[src/rtl/core_mem_pkg.sv]
// Shared types for the memory port arbiter: access widths, response owners and the
// in-flight tracking record, plus the alignment rule used for every request.
package core_mem_pkg;

    localparam int unsigned DATA_WIDTH = 32;

    typedef enum logic [1:0] {
        BYTE = 2'b00,
        HALF = 2'b01,
        WORD = 2'b10
    } mem_width_t;

    typedef enum logic {
        OWN_IF = 1'b0,
        OWN_LS = 1'b1
    } owner_t;

    // store marks an access whose response is a bare acknowledgement (data forced to 0)
    typedef struct packed {
        logic   valid;
        owner_t owner;
        logic   err;
        logic   store;
    } inflight_t;

    function automatic logic is_aligned(input logic [1:0] width, input logic [1:0] addr_lo);
        logic ok;
        case (width)
            BYTE:    ok = 1'b1;
            HALF:    ok = ~addr_lo[0];
            WORD:    ok = (addr_lo == 2'b00);
            default: ok = 1'b0;
        endcase
        return ok;
    endfunction

endpackage

[src/rtl/mem_rsp_tracker.sv]
// Fixed-latency shift pipeline of in-flight accesses; the head is the response due this
// cycle. A fetch flush drops every in-flight fetch entry but keeps the one being pushed.
module mem_rsp_tracker
    import core_mem_pkg::*;
#(
    parameter int unsigned DEPTH = 2
) (
    input  logic      clk,
    input  logic      rst,
    input  inflight_t push_entry,
    input  logic      flush_if,
    output inflight_t head
);

    inflight_t [DEPTH-1:0] stage_q;
    inflight_t [DEPTH-1:0] stage_d;

    always_comb begin
        stage_d    = '0;
        stage_d[0] = push_entry;
        for (int i = 1; i < DEPTH; i++) begin
            stage_d[i] = stage_q[i-1];
            if (flush_if && stage_q[i-1].owner == OWN_IF) begin
                stage_d[i].valid = 1'b0;
            end
        end
    end

    always_ff @(posedge clk) begin
        if (rst) begin
            stage_q <= '0;
        end else begin
            stage_q <= stage_d;
        end
    end

    // The entry presented this cycle is also suppressed by a flush
    always_comb begin
        head = stage_q[DEPTH-1];
        if (flush_if && head.owner == OWN_IF) begin
            head.valid = 1'b0;
        end
    end

endmodule

[src/rtl/memory_port_arbiter.sv]
// Shares one single-port memory between instruction fetch and load/store, issuing at most
// one access per cycle and routing each fixed-latency response back to its requester.
module memory_port_arbiter
    import core_mem_pkg::*;
#(
    parameter int unsigned ADDR_WIDTH   = 32,
    parameter int unsigned READ_LATENCY = 2,
    parameter int unsigned MAX_STARVE   = 4
) (
    input  logic                  clk,
    input  logic                  rst,
    input  logic                  if_req_valid,
    output logic                  if_req_ready,
    input  logic [ADDR_WIDTH-1:0] if_req_addr,
    input  logic                  if_flush,
    output logic                  if_rsp_valid,
    output logic [DATA_WIDTH-1:0] if_rsp_data,
    output logic                  if_rsp_err,
    input  logic                  ls_req_valid,
    output logic                  ls_req_ready,
    input  logic                  ls_req_we,
    input  logic [1:0]            ls_req_width,
    input  logic [ADDR_WIDTH-1:0] ls_req_addr,
    input  logic [DATA_WIDTH-1:0] ls_req_wdata,
    output logic                  ls_rsp_valid,
    output logic [DATA_WIDTH-1:0] ls_rsp_data,
    output logic                  ls_rsp_err,
    output logic                  mem_we,
    output logic [1:0]            mem_data_width,
    output logic [ADDR_WIDTH-1:0] mem_addr,
    output logic [DATA_WIDTH-1:0] mem_write_data,
    input  logic [DATA_WIDTH-1:0] mem_read_data
);

    localparam int unsigned STARVE_W = $clog2(MAX_STARVE + 1);

    logic [STARVE_W-1:0] starve_cnt_q, starve_cnt_d;
    logic                if_grant, ls_grant;
    logic                if_aligned, ls_aligned;
    inflight_t           push_entry, head;

    // Load/store has priority until a pending fetch has been denied MAX_STARVE times
    always_comb begin
        if_grant = 1'b0;
        ls_grant = 1'b0;
        if (!rst) begin
            if_grant = if_req_valid &&
                       (!ls_req_valid || starve_cnt_q == STARVE_W'(MAX_STARVE));
            ls_grant = ls_req_valid && !if_grant;
        end
    end

    assign if_req_ready = if_grant;
    assign ls_req_ready = ls_grant;
    assign if_aligned   = is_aligned(WORD, if_req_addr[1:0]);
    assign ls_aligned   = is_aligned(ls_req_width, ls_req_addr[1:0]);

    always_comb begin
        if (!if_req_valid || if_grant) begin
            starve_cnt_d = '0;
        end else if (starve_cnt_q != STARVE_W'(MAX_STARVE)) begin
            starve_cnt_d = starve_cnt_q + 1'b1;
        end else begin
            starve_cnt_d = starve_cnt_q;
        end
    end

    always_ff @(posedge clk) begin
        if (rst) begin
            starve_cnt_q <= '0;
        end else begin
            starve_cnt_q <= starve_cnt_d;
        end
    end

    always_comb begin
        mem_we         = 1'b0;
        mem_data_width = '0;
        mem_addr       = '0;
        mem_write_data = '0;
        push_entry     = '0;
        if (if_grant) begin
            mem_data_width   = WORD;
            mem_addr         = if_req_addr;
            push_entry.valid = 1'b1;
            push_entry.owner = OWN_IF;
            push_entry.err   = ~if_aligned;
        end else if (ls_grant) begin
            mem_we           = ls_req_we && ls_aligned;
            mem_data_width   = ls_req_width;
            mem_addr         = ls_req_addr;
            mem_write_data   = ls_req_wdata;
            push_entry.valid = 1'b1;
            push_entry.owner = OWN_LS;
            push_entry.err   = ~ls_aligned;
            push_entry.store = ls_req_we;
        end
    end

    mem_rsp_tracker #(
        .DEPTH(READ_LATENCY)
    ) u_tracker (
        .clk       (clk),
        .rst       (rst),
        .push_entry(push_entry),
        .flush_if  (if_flush),
        .head      (head)
    );

    always_comb begin
        if_rsp_valid = !rst && head.valid && head.owner == OWN_IF;
        ls_rsp_valid = !rst && head.valid && head.owner == OWN_LS;
        if_rsp_err   = if_rsp_valid && head.err;
        ls_rsp_err   = ls_rsp_valid && head.err;
        if_rsp_data  = (if_rsp_valid && !head.err) ? mem_read_data : '0;
        ls_rsp_data  = (ls_rsp_valid && !head.err && !head.store) ? mem_read_data : '0;
    end

endmodule

[config.mk]
export PLATFORM = sky130hd
export DESIGN_NAME = memory_port_arbiter
export DESIGN_NICKNAME = d
export VERILOG_FILES = /design/src/rtl/core_mem_pkg.sv /design/src/rtl/mem_rsp_tracker.sv /design/src/rtl/memory_port_arbiter.sv
export SDC_FILE = /design/constraint.sdc
export NUM_CORES = 1
export LEC_CHECK = 0
export CORE_AREA = 4 4 105 107
export DETAILED_ROUTE_END_ITERATION = 10
export DIE_AREA = 0 0 109 111
export PLACE_DENSITY = 0.65
export SYNTH_ARGS = -nofsm -noshare
export SYNTH_HDL_FRONTEND = slang
export SYNTH_HIERARCHICAL = 1
export SYNTH_SLANG_ARGS = --single-unit
[constraint.sdc]
create_clock -name clk -period 1.4 [get_ports clk]
set_input_delay 0.28 -clock clk [delete_from_list [all_inputs] [get_ports clk]]
set_output_delay 0.28 -clock clk [all_outputs]
set_load 0.02 [all_outputs]
Yosys cells after proc, flatten, opt, wreduce, memory -nomap -nowiden
Cells that the tools add are included.
{"block": "word_totals", "ff_bits": 11, "out_inout_bits": 137, "wordCells": 64}
{"block": "classes", "add_sub_neg": 1, "n_eq_ne": 4, "muxes": 16, "n_bitwise": 6, "n_reduce_logical": 28}
{"op": "32-bit two-way mux", "count": 6}
{"op": "1-bit logical AND", "count": 13}
{"op": "1-bit zero test", "count": 6}
{"op": "2-bit zero test", "count": 3}
{"op": "1-bit inverter", "count": 6}
{"op": "2-bit OR reduction", "count": 3}
{"op": "1-bit two-way mux", "count": 5}
{"op": "2-bit two-way mux", "count": 2}
{"op": "4-bit two-way mux", "count": 1}
{"op": "3-bit by 1-bit adder with 3-bit output (second input constant)", "count": 1}
{"op": "3-bit == test (second input constant)", "count": 1}
{"op": "3-bit two-way mux", "count": 1}
{"op": "3-bit inequality test (second input constant)", "count": 1}
{"op": "1-bit case mux with 3 select lines", "count": 1}
{"op": "3-bit OR reduction", "count": 1}
{"op": "2-bit by 1-bit == test with 1-bit output (second input constant)", "count": 1}
{"op": "2-bit == test (second input constant)", "count": 1}
{"op": "1-bit logical OR", "count": 2}

Longest topological paths before layout
{"block": "logic_depth", "depth_word": 8, "ltp_mapped": 7}

By module
The synthesis kept the hierarchy.
{"module": "memory_port_arbiter", "n_inst": 1, "cells_per_inst": 184, "area_each_um2": 1307.5}
{"module": "mem_rsp_tracker", "n_inst": 1, "cells_per_inst": 22, "area_each_um2": 256.5}

Least setup slack after synthesis
OpenSTA, ideal clock, no wires.
{"block": "synth_timing", "path_kind": "reg2out", "from": "reg u_tracker.stage_q (netlist bit u_tracker/head[2])", "to": "out ls_rsp_data[10]", "arrival_time_ns": 1.509, "t_required_ns": 1.120, "slack_ns": -0.389, "path_stages_with_launch": 7, "cell_sequence": "dfxtp_1 inv_1 a21boi_0 and3b_1 nor3b_4 buf_6 and2_1"}
{"element": "start, declared", "line": "mem_rsp_tracker.sv:15", "source": "inflight_t [DEPTH-1:0] stage_q;"}
{"element": "start signal, assigned", "line": "mem_rsp_tracker.sv:33", "source": "stage_q <= stage_d;"}
{"element": "end, declared", "line": "memory_port_arbiter.sv:26", "source": "output logic [DATA_WIDTH-1:0] ls_rsp_data,"}

==> key figures <==
Detailed routing
  – Met3 WL: 1.414 mm
  – Initial DRC count: about 50
  – Vias: approximately 2900
  – Drt first pass iters: 3
  – Drt via density: 4.260
  – DR WL/cell: 17.57 um
  – Final Routed Wirelength: around 12 mm
  – DR DRC count: 0
  – DR top layer: met4
  – Wl on met1: 3.694 mm
  – ANT nets after route: 0
  – Met2 wire len: 6.634 mm

Setup path
  – CP Capture Point: if_rsp_data[27]
  – Slowest stage delay, CP: 0.33 ns
  – Critical path's slowest cell: dfxtp_2
  – Kind of critical path: reg2out
  – Crit end category: primary output
  – End of the worst register-to-register path: u_tracker/stage_d[5]
  – WP buf/inv: 4
  – Levels on crit path: 8
  – Type of origin of the critical path: register
  – Crit-path cells: inv_2, a21boi_2, nor3b_4, and2b_4, buf_12, buf_16, and2_4, buf_6
  – R2R Setup Slk: -0.17 ns
  – Critical-path maximum fanout: 8
  – Origin of the critical flop-to-flop path: starve_cnt_q[1]
  – Worst setup path start: u_tracker/head[2]
  – Arr. time, crit path: 1.67 ns
  – Cell depth of the worst flop-to-flop path: 10
  – CP top delay family: simple AND/OR/NAND/NOR gates
  – Required time of the worst setup path: 1.12 ns

Outcome
  – Status: finished, violations left
  – Violated checks: setup timing

Placed design
  – Number of buffers added on ports: 272
  – GP Congestion: 0.7593
  – Dpl hpwl: 8.338 mm

Pwr
  – Psw: 573.1 uW
  – Clk network pwr share: ~16%
  – Seq pwr share: 17.1%
  – Cell Int Power: 1342 uW
  – PwrDens: 305.0 nW/um2
  – Leakage: slightly below 0.003 uW
  – Part of the power in combinational logic: 66.7%
  – Sw Ratio: 29.93%
  – Max VDD drop: 0.2160 mV
  – Final Power: 1915 uW

STA
  – Slew Viols, Final: 0
  – Max_slew headroom: 86.25%
  – Crit path time final: a little under 2 ns
  – Tcrit/Tclk final: 139.3%
  – Peak Freq: 0.5129 GHz
  – Setup_tns: -62.59 ns
  – Fin worst setup slack: -0.5498 ns
  – Unrepaired setup endpoints after global routing: yes
  – Max Clock Skew: 0.005073 ns
  – Hold Fails Final Rpt: 0
  – Worst-margin pin slew: 0.2063 ns
  – Setup violations, final: ~140

Floorplanning
  – I/O pins: about 270
  – Initial core utilization: about 15%
  – Core ar.: 10140 um2
  – Rows: 37
  – Die Ht: around 110 um
  – Die Width: ~110 um
  – Full die area: 12100 um2

Yosys
  – Synthesized netlist cell count: 206
  – Synth unique cells: 32
  – Most frequent cells after synthesis: and2_1, and3_1, a22o_1
  – Top cells by area, synth: and2_1, a22o_1, dfxtp_1, and3_1, buf_4
  – Syn_area_per_cell: 7.592 um2
  – Ys Warns: 6
  – Top FF cell, synth: dfxtp_1
  – Cell taking the most area after synthesis: and2_1
  – Count leader, synth: and2_1
  – Post-synth top area share: between 20% and 30%
  – Post-Syn Nets: 344
  – Post-synth EDFFs: 0
  – Register area share after synthesis: 14.08%
  – #FFs+latches synth: 11
  – Synth async-reset ratio: 0%
  – Post-Synthesis Cell Area: 1564 um2

Clocking
  – Skew-Pair Late Insertion Delay: 0.23 ns
  – Clk buf depth: 2
  – Worst-path clk slew: 0.05 ns
  – CTS tree: done
  – Root Buffer: clkbuf_8
  – Num CTS Buffers: 3
  – Htree depth: 1
  – # clock sinks: 11

Layout
  – Area Overhead vs Synth: 301.4%
  – Footprint of the multi-input gates: 1884 um2
  – Layout cell share with drive strength beyond 1: 69.83%
  – Inserted Diodes: 0
  – Fill count: ~820
  – Register area: 225.2 um2
  – Final #Nets: 676

Global route
  – Grt total ovfl: 0
  – Initial antenna violation count: 0
  – Gr usage total: ~18%
  – Number of global-route vias before repair: ~3200
  – First-pass GRT wire length: about 17 mm
  – Largest net degree at the start of global routing: 31

Job
  – Max Cap Viol: 0

Min path
  – Hold path depth: 3
  – HP Class: in2reg
area by class of cell:
type | count | share of cell area, %
clock buffers | 4 | 0.7174
multi-input cells | 168 | 30.01
flip-flops and latches | 11 | 3.587
well taps | 136 | 2.710
repair buffers | 349 | 62.55
inverters | 5 | 0.4185
cells by family (layout without fill, tap and decap cells):
| group | Yosys count | count (layout) | synth area share, % |
|---|---|---|---|
| adders and majority gates | 2 | 2 | 1.600 |
| and+or+nand+nor | 127 | 127 | 52.40 |
| AOI/OAI and AO/OA | 38 | 38 | 20.88 |
| DFF | 11 | 11 | 14.08 |
| muxes | 1 | 1 | 0.6400 |
| buffers and inverters | 27 | 358 | 10.40 |
stage by stage:
stage	setup WS (ns)	hold WS [ns]	util (%)	cells	cell area [um2]
CTS	-0.6443	0.4351	60.95	669	6180
finish	-0.5498	0.4148	61.93	673	6279
global route	-0.6555	0.4204	61.93	673	6279
floorplan	-0.2338	0.3442	-	206	2096
global placement	-1.201	0.4305	50.75	626	5145
detailed placement	-1.233	0.4239	50.75	626	5145
tightest hold or removal path, stage by stage:
cell,delay (ns)
clkbuf_2,0.15
buf_4,0.14
nor2b_1,0.04
per-layer routing:
layer | GRT usage [%] | vias to the layer above
met5 | 0 | -
met4 | 3.451 | 0
met3 | 7.105 | 6
met2 | 36.45 | 170
met1 | 16.29 | 1307
li1 | - | 1384
worst min path at each step:
stage | slack (ns) | to | from
global placement | 0.43 | u_tracker/head[1] | u_tracker/stage_d[5]
detailed placement | 0.42 | u_tracker/head[1] | u_tracker/stage_d[5]
finish | 0.41 | u_tracker/head[2] | rst
floorplan | 0.34 | u_tracker/head[2] | rst
CTS | 0.44 | u_tracker/head[1] | u_tracker/stage_d[5]
global route | 0.42 | u_tracker/head[2] | rst
state kept, by name, indices dropped and copies added (netlist names):
| name | cells |
|---|---|
| starve_cnt_q | 3 |
| u_tracker/head | 3 |
| u_tracker/stage_d | 3 |
| u_tracker/stage_q | 2 |
cells in the final DEF, fill, tap and decap left out, types with 2 or more instances in the layout:
master	instances
clkbuf_8	3
buf_12	11
nor3b_4	2
dfxtp_1	7
nor2_1	4
dfxtp_2	4
buf_16	10
and3_4	34
clkdlybuf4s50_1	131
and2_4	66
a22o_4	32
buf_4	27
nor2b_1	8
buf_6	164
nand2_4	2
dlygate4sd2_1	3
inv_2	3
power by group through the flow:
stage	sequential [uW]	clock, uW	combinational [uW]
floorplan	332	0	398
global placement	334	0	1080
CTS	327	322	1260
finish	328	311	1280
detailed placement	334	0	1090
global route	328	342	1340
repair_timing:
action | CTS | global route
setup endpoints to repair | 141 | 138
hold endpoints to repair | 0 | 0
setup buffers | 27 | 11
gates cloned | 13 | 1
hold buffers | 0 | 0
gates resized for setup | 900 | 47
pin swaps | 37 | 44
(Power assumes the default switching activity.)
